[config.mk]
export PLATFORM = sky130hd
export DESIGN_NAME = mio_timer_flat
export DESIGN_NICKNAME = d
export VERILOG_FILES = /design/src/rtl/mio_timer_pkg.sv /design/src/rtl/mio_timer_if.sv /design/src/rtl/mio_timer_prescaler.sv /design/src/rtl/mio_timer.sv /design/src/flat_wrapper.sv
export SDC_FILE = /design/constraint.sdc
export NUM_CORES = 1
export LEC_CHECK = 0
export CAP_MARGIN = 10
export CORE_MARGIN = 2
export CORE_UTILIZATION = 50
export DETAILED_ROUTE_END_ITERATION = 10
export DONT_BUFFER_PORTS = 1
export PLACE_DENSITY = 0.69
export SETUP_SLACK_MARGIN = 0.5
export SKIP_LAST_GASP = 1
export SLEW_MARGIN = 20
export SYNTH_ARGS = -nofsm -noshare
export SYNTH_HDL_FRONTEND = slang
export SYNTH_SLANG_ARGS = --single-unit
[constraint.sdc]
create_clock -name clk -period 2.9 [get_ports clk]
set_clock_uncertainty 0.1 [all_clocks]
set_input_delay 0.725 -clock clk [delete_from_list [all_inputs] [get_ports clk]]
set_output_delay 0.725 -clock clk [all_outputs]
set_load 0.01 [all_outputs]
[src/rtl/mio_timer_pkg.sv]
// Shared definitions for the memory-mapped countdown timer: state encoding,
// read-word field positions and write command bit positions.
package mio_timer_pkg;

    typedef enum logic [0:0] {
        ST_IDLE = 1'b0,
        ST_RUN  = 1'b1
    } timer_state_t;

    localparam int EXPIRED_BIT  = 31;
    localparam int RUNNING_BIT  = 30;
    localparam int COUNT_W      = 30;

    localparam int CMD_BIT      = 31;
    localparam int PERIODIC_BIT = 30;
    localparam int CLEAR_BIT    = 0;

    // Builds the CPU-visible status word from the flag and count registers.
    function automatic logic [31:0] pack_read(
        input logic               expired,
        input logic               running,
        input logic [COUNT_W-1:0] remaining
    );
        logic [31:0] word;
        word                = 32'd0;
        word[EXPIRED_BIT]   = expired;
        word[RUNNING_BIT]   = running;
        word[COUNT_W-1:0]   = remaining;
        return word;
    endfunction

endpackage

[src/rtl/mio_timer_if.sv]
// Bus-side signals of the timer peripheral: write strobe/data in, read word
// and expiry pulse out.
interface mio_timer_if;
    logic        timer_we;
    logic [31:0] timer_out;
    logic [31:0] timer_in;
    logic        expire_pulse;

    modport master (
        output timer_we,
        output timer_out,
        input  timer_in,
        input  expire_pulse
    );

    modport slave (
        input  timer_we,
        input  timer_out,
        output timer_in,
        output expire_pulse
    );
endinterface

[src/rtl/mio_timer_prescaler.sv]
// Free-running divider that emits a one-cycle tick every TICK_DIV enabled
// clocks; clear has priority and forces the count back to zero.
module timer_prescaler #(
    parameter int TICK_DIV = 100000,
    parameter int PRE_W    = 17
) (
    input  logic clk,
    input  logic rst,
    input  logic clear,
    input  logic enable,
    output logic tick
);

    localparam logic [PRE_W-1:0] LAST = PRE_W'(TICK_DIV - 1);

    logic [PRE_W-1:0] count;

    assign tick = enable && !clear && (count == LAST);

    // Prescaler count: clear, wrap at LAST, or advance while enabled.
    always_ff @(posedge clk or posedge rst) begin
        if (rst) begin
            count <= {PRE_W{1'b0}};
        end else if (clear) begin
            count <= {PRE_W{1'b0}};
        end else if (enable) begin
            if (count == LAST) begin
                count <= {PRE_W{1'b0}};
            end else begin
                count <= count + PRE_W'(1);
            end
        end else begin
            count <= count;
        end
    end

endmodule

[src/rtl/mio_timer.sv]
// Countdown timer peripheral: 30-bit counter decremented once per prescaler
// tick, one-shot or periodic, with a sticky expired flag and expiry pulse.
module mio_timer #(
    parameter int TICK_DIV = 100000,
    parameter int PRE_W    = 17
) (
    input  logic        clk,
    input  logic        rst,
    mio_timer_if.slave  bus
);
    import mio_timer_pkg::*;

    timer_state_t        state;
    logic [COUNT_W-1:0]  remaining;
    logic [COUNT_W-1:0]  reload;
    logic                periodic;
    logic                expired;
    logic                pulse;

    logic                is_load;
    logic                is_stop;
    logic                running;
    logic                pre_clear;
    logic                tick;

    assign is_load   = bus.timer_we && !bus.timer_out[CMD_BIT];
    assign is_stop   = bus.timer_we && bus.timer_out[CMD_BIT] && bus.timer_out[CLEAR_BIT];
    assign running   = (state == ST_RUN);
    // Holding the prescaler cleared outside RUN keeps every period aligned to its start edge.
    assign pre_clear = is_load || is_stop || !running;

    timer_prescaler #(
        .TICK_DIV (TICK_DIV),
        .PRE_W    (PRE_W)
    ) u_prescaler (
        .clk    (clk),
        .rst    (rst),
        .clear  (pre_clear),
        .enable (running),
        .tick   (tick)
    );

    assign bus.timer_in     = pack_read(expired, running, remaining);
    assign bus.expire_pulse = pulse;

    // Control FSM: bus writes override any tick or expiry in the same cycle.
    always_ff @(posedge clk or posedge rst) begin
        if (rst) begin
            state     <= ST_IDLE;
            remaining <= {COUNT_W{1'b0}};
            reload    <= {COUNT_W{1'b0}};
            periodic  <= 1'b0;
            expired   <= 1'b0;
            pulse     <= 1'b0;
        end else begin
            pulse <= 1'b0;
            if (is_load) begin
                remaining <= bus.timer_out[COUNT_W-1:0];
                reload    <= bus.timer_out[COUNT_W-1:0];
                periodic  <= bus.timer_out[PERIODIC_BIT];
                expired   <= 1'b0;
                state     <= ST_RUN;
            end else if (is_stop) begin
                expired <= 1'b0;
                state   <= ST_IDLE;
            end else begin
                case (state)
                    ST_IDLE: begin
                        state <= ST_IDLE;
                    end
                    ST_RUN: begin
                        if (remaining == 30'd0) begin
                            // A zero load expires once and never re-arms.
                            expired <= 1'b1;
                            pulse   <= 1'b1;
                            state   <= ST_IDLE;
                        end else if (tick) begin
                            if (remaining == 30'd1) begin
                                expired <= 1'b1;
                                pulse   <= 1'b1;
                                if (periodic) begin
                                    remaining <= reload;
                                end else begin
                                    remaining <= 30'd0;
                                    state     <= ST_IDLE;
                                end
                            end else begin
                                remaining <= remaining - 30'd1;
                            end
                        end else begin
                            remaining <= remaining;
                        end
                    end
                    default: begin
                        state <= ST_IDLE;
                    end
                endcase
            end
        end
    end

endmodule
[src/flat_wrapper.sv]
// flat-port wrapper written by rule: the top's interface ports become plain ports
module mio_timer_flat import mio_timer_pkg::*;
#(
    parameter int TICK_DIV = 100000,
    parameter int PRE_W    = 17
)
  (clk, rst, bus_timer_we, bus_timer_out, bus_timer_in, bus_expire_pulse);
  mio_timer_if bus_i ();
  input  logic clk;
  input  logic rst;
  input wire logic [$bits(bus_i.timer_we)-1:0] bus_timer_we;
  input wire logic [$bits(bus_i.timer_out)-1:0] bus_timer_out;
  output wire logic [$bits(bus_i.timer_in)-1:0] bus_timer_in;
  output wire logic [$bits(bus_i.expire_pulse)-1:0] bus_expire_pulse;
  assign bus_i.timer_we = bus_timer_we;
  assign bus_i.timer_out = bus_timer_out;
  assign bus_timer_in = bus_i.timer_in;
  assign bus_expire_pulse = bus_i.expire_pulse;
  mio_timer #(.TICK_DIV(TICK_DIV), .PRE_W(PRE_W)) u_core (.clk(clk), .rst(rst), .bus(bus_i));
endmodule
# Yosys cells after proc, flatten, opt, wreduce, memory -nomap -nowiden
# Cells that the tools add are included.
# totals
word_cells,62
out_inout_bits,33
in_bits,35
ff_bits,81
# op_classes
eq_ne,4
reduce_logical,19
bitwise,1
muxes,29
addsub,2
# ops
cell,n
two-way mux 30 bit,7
two-way mux 17 bit,3
== test 30 x 1 -> 1 bit (second input constant),1
zero test 30 bit,1
subtractor 30 x 1 -> 30 bit (second input constant),1
two-way mux 1 bit,18
adder 17 x 1 -> 17 bit (second input constant),1
== test 17 bit (second input constant),1
nonzero test 4 bit,2
nonzero test 2 bit,3
logical AND 1 bit,5
inequality test 2 x 1 -> 1 bit (second input constant),2
AND reduction 4 bit,1
zero test 1 bit,3
AND reduction 3 bit,1
nonzero test 3 bit,1
logical OR 1 bit,2
case mux 1 bit (2 select lines),1
NOT 1 bit,1

# Longest topological paths before layout
# Gate-level depths: netlist of run 1.
# logic_depth
ltp_word,12
mapped_depth,10
ltp_nobuf,8

# By module
# From an unflattened synthesis of run 1, not the netlist that was laid out.
# hier_totals
cells_unflattened,523
area_unflattened_um2,4585.6
# by_module_without_submodules
mod,n_inst,seq_area_each_um2,cells_each,area_each_um2
mio_timer,1,1601.5,412,3549.7
timer_prescaler,1,425.4,111,1036.0

# Worst setup path before layout of run 1
# OpenSTA, ideal clock, no wires.
# synth_timing
path_type,register to register
start,reg u_core.remaining[24]
end,reg u_core.remaining[10]
synth_period_minus_slack_ns,2.629
path_buffers,2
arrival_time_ns,2.399
stages_incl_launch_ff,9
t_required_ns,2.670
path_slack_ns,0.271
setup_time_ns,0.130
cell_sequence,dfrtp_1 or4_4 or3_1 buf_6 o31ai_4 buf_6 nor2_1 a221oi_1 o2bb2ai_1
# synth_between
elab_chain_len,7
word_cells_on_any_way,10
cone_classes,eq/ne (2); mux (6); reduce/logical (2)
# synth_rtl
item,line_no,source
"start, declared",mio_timer.sv:14,logic [COUNT_W-1:0] remaining;
"start signal, assigned",mio_timer.sv:50,remaining <= {COUNT_W{1'b0}};
"start signal, assigned",mio_timer.sv:58,remaining <= bus.timer_out[COUNT_W-1:0];
"start signal, assigned",mio_timer.sv:82,remaining <= reload;
== test 30 x 1 -> 1 bit,mio_timer.sv:78,if (remaining == 30'd1) begin
two-way mux 30 bit,mio_timer.sv:78,
two-way mux 30 bit,mio_timer.sv:77,end else if (tick) begin
two-way mux 30 bit,mio_timer.sv:72,if (remaining == 30'd0) begin
two-way mux 30 bit,mio_timer.sv:67,case (state)
two-way mux 30 bit,mio_timer.sv:63,end else if (is_stop) begin
two-way mux 30 bit,mio_timer.sv:57,if (is_load) begin
# Parallel ways exist; a longest one is shown, timed or not. The select of a mux whose other input is x is not followed.
# A chain may end at the register's enable or synchronous reset.

# Final worst setup path of run 1
# layout_timing
start,reg u_core.remaining[27]
end,reg u_core.remaining[15]
# Same word-level chain as after synthesis.

==> metrics.txt, run 1 <==
post-route ant nets=0; Skew-Pair Late Insertion Delay=0.36 ns; final hold viol count=0; CTS tree=built; Core Footprint=8300 um2; share of cells above drive strength 1=0.294; H-tree depth=3; Setup TNS Final=0 ns; Async SR Flop Fraction=1.00; Seq/Total Area, Yosys=0.469; largest family of logic cells by synthesized area=simple AND/OR/NAND/NOR gates; initial antenna violation count=0; post-synthesis register bit count=81; Syn Nets=525; Worst Setup End Kind=register; status=completed; DP Area=4560 um2; Clock Tree Buf Depth=2; initial DRC count=370; row cnt=33; Leak Pwr=2.47 nW; clk sinks=81; CP max-delay cell=or4_4; FF-to-FF Start=u_core.remaining[27]; flop2flop setup slack=0.28 ns; CP bufs+invs=3; DRC violations left=0; Synth Area in Simple Gates=0.266; Clock Power Share=0.280; dpl cells=591; gr ovfl total=0; crit path to=u_core.remaining[15]; switching power=1.17 mW; Synth area leader=dfrtp_1; Clock transition at path regs=0.09 ns; XOR/XNOR Fraction of Synth Area=0.0304; antenna cells=0; Num CTS Buffers=9; minimum clock period=2.62 ns; Root Driver=clkbuf_8; worst setup margin=0.276 ns; instance count on the critical path=9; vias after detailed routing=4187; nets=582; largest net degree at the start of global routing=37; Critical Path, Cell by Cell=or4_4, or3_4, buf_4, buf_6, nor3_4, buf_6, a21oi_1, o211ai_1, nand3_1; HPWL Detailed=7.96 mm; mux contribution to synthesized area=0; gr busiest metal=met2; Sequential Power Share=0.473; worst hold margin=0.0849 ns; drt first pass iters=5; EDFF count, synth=0; Crit Path Class=reg -> reg; Slew Limit Fails=0; final core utilization=0.684; RePlAce Congestion=0.867; first-pass GRT wire length=21.2 mm; top-count cell post-synth=nand2_1; largest stage delay on the critical path=0.54 ns; Switching Fraction=0.352; Least-Margin Pin Slew=0.582 ns; post-route cell area=5680 um2; io pins=68; wirelength, routed=13.7 mm; Max Cap Viol=0; crit path from=u_core.remaining[27]; GR Util met2=0.428; Setup-failing EPs final=0; Pint=2.16 mW; Layout fillers=610; WP data required=3.02 ns; Synth Area in Compound Gates=0.187; CP arrival=2.75 ns; R2R depth=9; adder-cell share of the synthesized area=0.00869; RSZ-0062 raised after global routing=yes; cell count after synthesis=487; vias in the first global route=4128; CP Max Fanout=6; Reg2Reg Capture Point=u_core.remaining[15]; synth unique cells=54; most common library cells after synthesis=nand2_1, dfrtp_1, nor2_1; worst rel slew slack=0.608; Finished Layout Cells=653; post-DR wirelength/cell=20.9 um; aggregate global-route resource usage=0.276; Largest delay share family, worst path=simple AND/OR/NAND/NOR gates; Layout Area Growth over Synthesis=31.5%; Via density=6.41; die width=96.9 um; Max Fclk=381 MHz; Starting Density=0.520; grt met1 use=0.375; # port buffers=0; ranking of synthesized cells by area=dfrtp_1, nand2_1, nor2_1, o21ai_0, a21oi_1; yosys warns=0; ys flop type=dfrtp_1; Hold/Removal Path Class=in -> async; Synth Cell Area=4320 um2; post-layout total power=3.33 mW; Post-Syn Area per Cell=8.87 um2; area of the die=9400 um2; critical path's most frequent cell=buf_6; Peak supply drop=0.000306 V; Power per Cell Area=587 nW/um2; met3 Resource Use GR=0.0607; die height=96.9 um; Yosys top cell area share=0.469; Startpoint Class=register; Comb power frac=0.247; Post-Place Setup Slack=0.130 ns; Final period util=0.905
layout make-up:
type	instances	area [um2]	share of cell area
Clock buffer	10	138	0.0242
Multi-Input combinational cell	374	2520	0.445
Tap cell	105	131	0.0231
Clock inverter	5	80.1	0.0141
Inverter	8	33.8	0.00595
Timing Repair Buffer	70	737	0.130
Sequential cell	81	2030	0.358
worst min path at each step:
stage / end / slack, ns / depth (start not counted)
after floorplan: u_core.reload[1] / 0.34 / 2
after global placement: u_core.reload[22] / 0.35 / 2
after detailed placement: u_core.reload[28] / 0.36 / 2
after CTS: u_core.reload[2] / 0.09 / 1
after global routing: u_core.reload[2] / 0.10 / 1
final: u_core.reload[2] / 0.08 / 1
state kept, by name, summed over array words and instances, names as in the netlist:
| register | cells |
|---|---|
| u_core.bus.expire_pulse | 1 |
| u_core.expired | 1 |
| u_core.periodic | 1 |
| u_core.reload | 30 |
| u_core.remaining | 30 |
| u_core.running | 1 |
| u_core.u_prescaler.count | 17 |
kinds of logic after synthesis:
group | after synthesis
buffers and inverters | 33
AND/OR/NAND/NOR | 235
AO/OA/AOI/OAI | 120
flip-flops | 81
adder cells (fa/ha/maj) | 3
XOR/XNOR | 15
power by group through the flow:
stage                     clock [mW]  sequential, mW  combinational (mW)
final                          0.933            1.58               0.823
after global placement             0            1.53               0.548
after CTS                      0.937            1.54               0.676
after detailed placement           0            1.54               0.568
after global routing           0.984            1.60               0.899
after floorplan                    0            1.49               0.408
metal layers:
layer	up-vias	share of wire
met4	0	0.035
met3	46	0.078
met5	-	0
li1	1872	-
met1	2042	0.42
met2	227	0.47
cells in the final DEF (no fill, tap or decap), types with 11 or more instances in the layout:
master	netlist	routed
a21oi_1	20	15
and2_1	11	11
buf_4	2	42
buf_6	4	14
dfrtp_1	81	75
nand2_1	95	93
nand3_1	14	13
nor2_1	49	44
o21ai_0	36	15
o21ai_1	0	17
xor2_1	11	11
what timing repair did:
| item | in CTS | in global routing |
|---|---|---|
| gates cloned | 5 | 1 |
| pin swaps | 28 | 37 |
| setup buffers | 24 | 17 |
| hold buffers | 0 | 0 |
| resized for setup | 64 | 62 |
| endpoints found under the setup margin | 31 | 31 |
(Power assumes the default switching activity.)
==> run 2: changes to the inputs <==
- CORE_MARGIN: 2 -> not set
==> run 2 against run 1 <==
Critical path depth fell by 1. Die area fell by 4.1%. Register-to-register slack improved by 0.09 ns. Sequential cell count did not move. Cell count fell by 0.46%. Utilization fell by 3.1 points. Sequential share of layout area rose by 1.7 points. Fmax rose by 3.5%. First-iteration DRC count fell by 9.2%. Power fell by 8.5%. Clock power fell by 20%. Non-clock buffer count fell by 4. Critical path type unchanged. Critical endpoint is now u_core.remaining[24].
==> metrics.txt, run 2 (synthesized netlist as in run 1, its figures left out) <==
status=completed; R2R depth=8 (-1); CTS Hold Bufs=0 (unchanged); CTS tree=built; flop2flop setup slack=0.36 ns (+0.09 ns); Clock transition at path regs=0.09 ns (about the same); io pins=68 (unchanged); CP max-delay cell=or4_4; post-DR wirelength/cell=19.8 um (-5.4%); Slew Limit Fails=0 (unchanged); Leak Pwr=2.37 nW (-4.1%); Max Cap Viol=0 (unchanged); CP Max Fanout=5 (-1); Hold/Removal Path Class=in -> async; Via density=6.31 (-1.6%); Startpoint Class=register; Layout Area Growth over Synthesis=25.5%; wirelength, routed=12.9 mm (-5.8%); CP arrival=2.75 ns (about the same); Reg2Reg Capture Point=u_core.remaining[24]; aggregate global-route resource usage=0.297 (+0.0216); Max Fclk=394 MHz (+3.5%); Root Driver=clkbuf_8; antenna cells=0 (unchanged); Final period util=0.874 (-0.0306); clk sinks=81 (unchanged); Critical Path, Cell by Cell=or4_4, or3_4, nor4_4, buf_4, buf_8, a22oi_2, a21oi_1, a21o_2; Crit Path Class=reg -> reg; vias in the first global route=3964 (-4.0%); gr ovfl total=0 (unchanged); first-pass GRT wire length=20.1 mm (-4.8%); Skew-Pair Late Insertion Delay=0.37 ns (about the same); largest net degree at the start of global routing=32 (-14%); final hold viol count=0 (unchanged); final core utilization=0.653 (-0.0314); Core Footprint=8300 um2 (unchanged); Least-Margin Pin Slew=0.714 ns (+0.132 ns); Worst Setup End Kind=register; FF-to-FF Start=u_core.remaining[26]; Power per Cell Area=563 nW/um2 (-4.1%); post-route ant nets=0 (unchanged); DRC violations left=0 (unchanged); WP data required=3.11 ns (+0.09 ns); area of the die=9010 um2 (-4.1%); HPWL Detailed=7.89 mm (-0.93%); row cnt=33 (unchanged); Largest delay share family, worst path=simple AND/OR/NAND/NOR gates; H-tree depth=3 (unchanged); most common cell after layout, fill and taps aside=nand2_1; worst rel slew slack=0.523 (-0.0853); vias after detailed routing=4099 (-2.1%); initial DRC count=336 (-9.2%); minimum clock period=2.54 ns (-0.0888 ns); largest stage delay on the critical path=0.54 ns (about the same); die width=94.9 um (-2.1%); Largest regs=u_core.reload x30, u_core.remaining x30, u_core.u_prescaler.count x17; Clock Tree Buf Depth=2 (unchanged); nets=578 (-0.69%); Peak supply drop=0.000302 V (-1.6%); share of cells above drive strength 1=0.272 (-0.0222); die height=94.9 um (-2.1%); Setup-failing EPs final=0 (unchanged); # port buffers=0 (unchanged); drt first pass iters=5 (unchanged); initial antenna violation count=0 (unchanged); RSZ-0062 raised after global routing=yes; Num CTS Buffers=9 (unchanged); Setup TNS Final=0 ns (unchanged); Starting Density=0.520 (unchanged); RePlAce Congestion=0.856 (-1.3%); commonest cells after routing, fill and taps aside=nand2_1, dfrtp_1, buf_4, nor2_1, o21ai_1; CP bufs+invs=2 (-1)
==> run 2: cell type report <==
class,instances,area [um2]
Clock buffer,13,149
Clock inverter,3,17.5
Fill cell,645,2880
Inverter,8,33.8
Multi-Input combinational cell,374,2440
Sequential cell,81,2040
Tap cell,105,131
Timing Repair Buffer,66,611
==> run 2: per-layer routing <==
| layer | track usage | vias to the layer above | wire [um] |
|---|---|---|---|
| li1 | - | 1860 | - |
| met1 | 0.384 | 2014 | 5150 |
| met2 | 0.466 | 189 | 6160 |
| met3 | 0.0886 | 36 | 1140 |
| met4 | 0.121 | 0 | 413 |
| met5 | 0 | - | 0 |
==> run 2: worst reg2reg max path, stage by stage, from the launching register on <==
cell	delay, ns
dfrtp_1	0.40
or4_4	0.54
or3_4	0.40
nor4_4	0.30
buf_4	0.20
buf_8	0.14
a22oi_2	0.08
a21oi_1	0.20
a21o_2	0.12
==> run 2: where the power goes <==
group,switching (mW),internal [mW]
clock,0.417,0.333
combinational,0.419,0.334
sequential,0.262,1.28
total,1.10,1.95
==> run 2: stage by stage <==
step	power (mW)	cells	hold slack, ns	cell area [um2]	setup slack, ns
after floorplan	1.90	487	0.338	4340	0.390
after global placement	2.09	593	0.356	4560	0.268
after detailed placement	2.11	593	0.362	4560	0.225
after CTS	2.96	634	0.242	5130	0.350
after global routing	3.20	650	0.262	5420	0.290
final	3.05	650	0.228	5420	0.365
==> run 2: timing repair <==
action	4_1_cts	5_1_grt
pin swaps	24	26
buffers inserted	20	16
resized for setup	61	46
endpoints found under the setup margin	31	31
cloned	5	0
==> run 2: how the worst max path moves through the flow <==
stage / slack [ns] / end / startpoint / cells after the start
2_1_floorplan: 0.39 / u_core.remaining[10] / u_core.remaining[27] / 8
3_3_place_gp: 0.27 / u_core.remaining[24] / u_core.remaining[24] / 6
3_5_place_dp: 0.22 / u_core.remaining[21] / u_core.remaining[0] / 9
4_1_cts: 0.35 / u_core.remaining[19] / u_core.remaining[25] / 8
5_1_grt: 0.29 / u_core.remaining[24] / u_core.remaining[26] / 8
6_report: 0.36 / u_core.remaining[24] / u_core.remaining[26] / 8
==> run 3: changes to the inputs <==
- PLACE_DENSITY: 0.69 -> 0.68
==> run 3 against run 2 <==
Wire length down 3.6%. Sequential cell count did not move. Combinational power grew 2%. Power up 6.6%. First-iteration DRC count shrank 15%. Sequential power is essentially flat. Largest power group unchanged.
==> metrics.txt, run 3 (synthesized netlist as in run 1, its figures left out) <==
status=completed; Max Cap Viol=0 (unchanged); DP Area=4550 um2 (-0.38%); die width=94.9 um (unchanged); most common cell after layout, fill and taps aside=nand2_1; CP Max Fanout=5 (unchanged); dpl cells=589 (-0.67%); Num CTS Buffers=9 (unchanged); Startpoint Class=register; H-tree depth=3 (unchanged); die height=94.9 um (unchanged); Largest delay share family, worst path=simple AND/OR/NAND/NOR gates; Critical Path, Cell by Cell=or4_4, nand2b_4, buf_6, buf_12, nor3_4, buf_4, o21ai_0, a32o_1; vias in the first global route=3867 (-2.4%); gr ovfl total=0 (unchanged); worst rel slew slack=0.648 (+0.125); Layout Area Growth over Synthesis=27.2%; aggregate global-route resource usage=0.293 (-0.00485); Layout fillers=613 (-5.0%); Leak Pwr=2.38 nW (+0.41%); antenna cells=0 (unchanged); initial antenna violation count=0 (unchanged); Clock Tree Buf Depth=2 (unchanged); area of the die=9010 um2 (unchanged); largest stage delay on the critical path=0.57 ns (+0.03 ns); Via density=6.21 (-1.5%); Slew Limit Fails=0 (unchanged); clk sinks=81 (unchanged); Crit Path Class=reg -> reg; Largest regs=u_core.reload x30, u_core.remaining x30, u_core.u_prescaler.count x17; CP arrival=2.64 ns (-0.11 ns); CTS Hold Bufs=0 (unchanged); commonest cells after routing, fill and taps aside=nand2_1, dfrtp_1, nor2_1, buf_4, o21ai_1; io pins=68 (unchanged); final hold viol count=0 (unchanged); CP bufs+invs=3 (+1); Post-Place Setup Slack=0.134 ns (-0.0910 ns); wirelength, routed=12.4 mm (-3.6%); Setup TNS Final=0 ns (unchanged); first-pass GRT wire length=20.0 mm (-0.66%); worst setup margin=0.407 ns (+0.0420 ns); DRC violations left=0 (unchanged); nets=567 (-1.9%); Core Footprint=8300 um2 (unchanged); post-route cell area=5490 um2 (+1.4%); Finished Layout Cells=639 (-1.7%); Final period util=0.860 (-0.0145); initial DRC count=286 (-15%); post-route ant nets=0 (unchanged); Max Fclk=401 MHz (+1.7%); Least-Margin Pin Slew=0.523 ns (-0.191 ns); RePlAce Congestion=0.858 (+0.27%); post-DR wirelength/cell=19.4 um (-1.9%); Root Driver=clkbuf_8; RSZ-0062 raised after global routing=yes; Worst Setup End Kind=register; HPWL Detailed=7.62 mm (-3.4%); share of cells above drive strength 1=0.266 (-0.00564); CTS tree=built; Power per Cell Area=592 nW/um2 (+5.2%); Skew-Pair Late Insertion Delay=0.36 ns (about the same); # port buffers=0 (unchanged); vias after detailed routing=3968 (-3.2%); Setup-failing EPs final=0 (unchanged); Peak supply drop=0.000316 V (+4.9%); Clock transition at path regs=0.09 ns (about the same); WP data required=3.05 ns (-0.06 ns); drt first pass iters=5 (unchanged); minimum clock period=2.49 ns (-0.0420 ns); row cnt=33 (unchanged); worst hold margin=0.252 ns (+0.0241 ns); Hold/Removal Path Class=in -> async; largest net degree at the start of global routing=82 (+160%); CP max-delay cell=or4_4; Starting Density=0.520 (unchanged)
-- run 3: cell type report --
cell class,instances,area [um2],share of cell area
multi-input combinational,373,2460,0.448
sequential,81,2040,0.371
timing repair buffer,56,602,0.110
clock buffer,10,138,0.0251
tap,105,131,0.0239
clock inverter,6,91.3,0.0166
inverter,8,33.8,0.00615
-- run 3: metal layers --
| layer | global-route usage | up-vias | share of wire |
|---|---|---|---|
| met5 | 0 | - | 0 |
| met4 | 0.111 | 0 | 0.026 |
| met3 | 0.0700 | 29 | 0.079 |
| met2 | 0.459 | 171 | 0.47 |
| met1 | 0.391 | 1926 | 0.42 |
| li1 | - | 1842 | - |
-- run 3: path summary, 6_finish.rpt --
| path | from | end | slack [ns] | cells past startpoint |
|---|---|---|---|---|
| worst max-delay path | u_core.remaining[20] | u_core.remaining[22] | 0.41 | 8 |
| worst min-delay path | rst | u_core.reload[2] | 0.25 | 2 |
| worst max register to register | u_core.remaining[20] | u_core.remaining[22] | 0.41 | 8 |
| worst min register to register | u_core.reload[14] | u_core.reload[14] | 0.38 | 2 |
| max in group asynchronous | rst | u_core.remaining[19] | 2.07 | 2 |
| min in group clk | bus_timer_out[11] | u_core.reload[11] | 0.37 | 2 |
-- run 3: power breakdown --
group	leakage (nW)	switching, mW	internal [mW]	total, mW
clock network	0.116	0.428	0.511	0.939
registers	1.03	0.263	1.29	1.55
logic	1.24	0.425	0.339	0.765
total	2.38	1.12	2.14	3.25
-- run 3: metrics by stage --
step	util	power (mW)
after floorplan	-	1.90
after global placement	0.548	2.08
after detailed placement	0.548	2.11
after CTS	0.629	3.15
after global routing	0.662	3.43
final	0.662	3.25
-- run 3: repair_timing --
item / CTS / global route
gates resized for setup: 59 / 49
setup buffers: 19 / 10
setup endpoints to repair: 31 / 31
endpoints found under the hold margin: 0 / 0
gates cloned: 4 / 1
pin swaps: 31 / 34
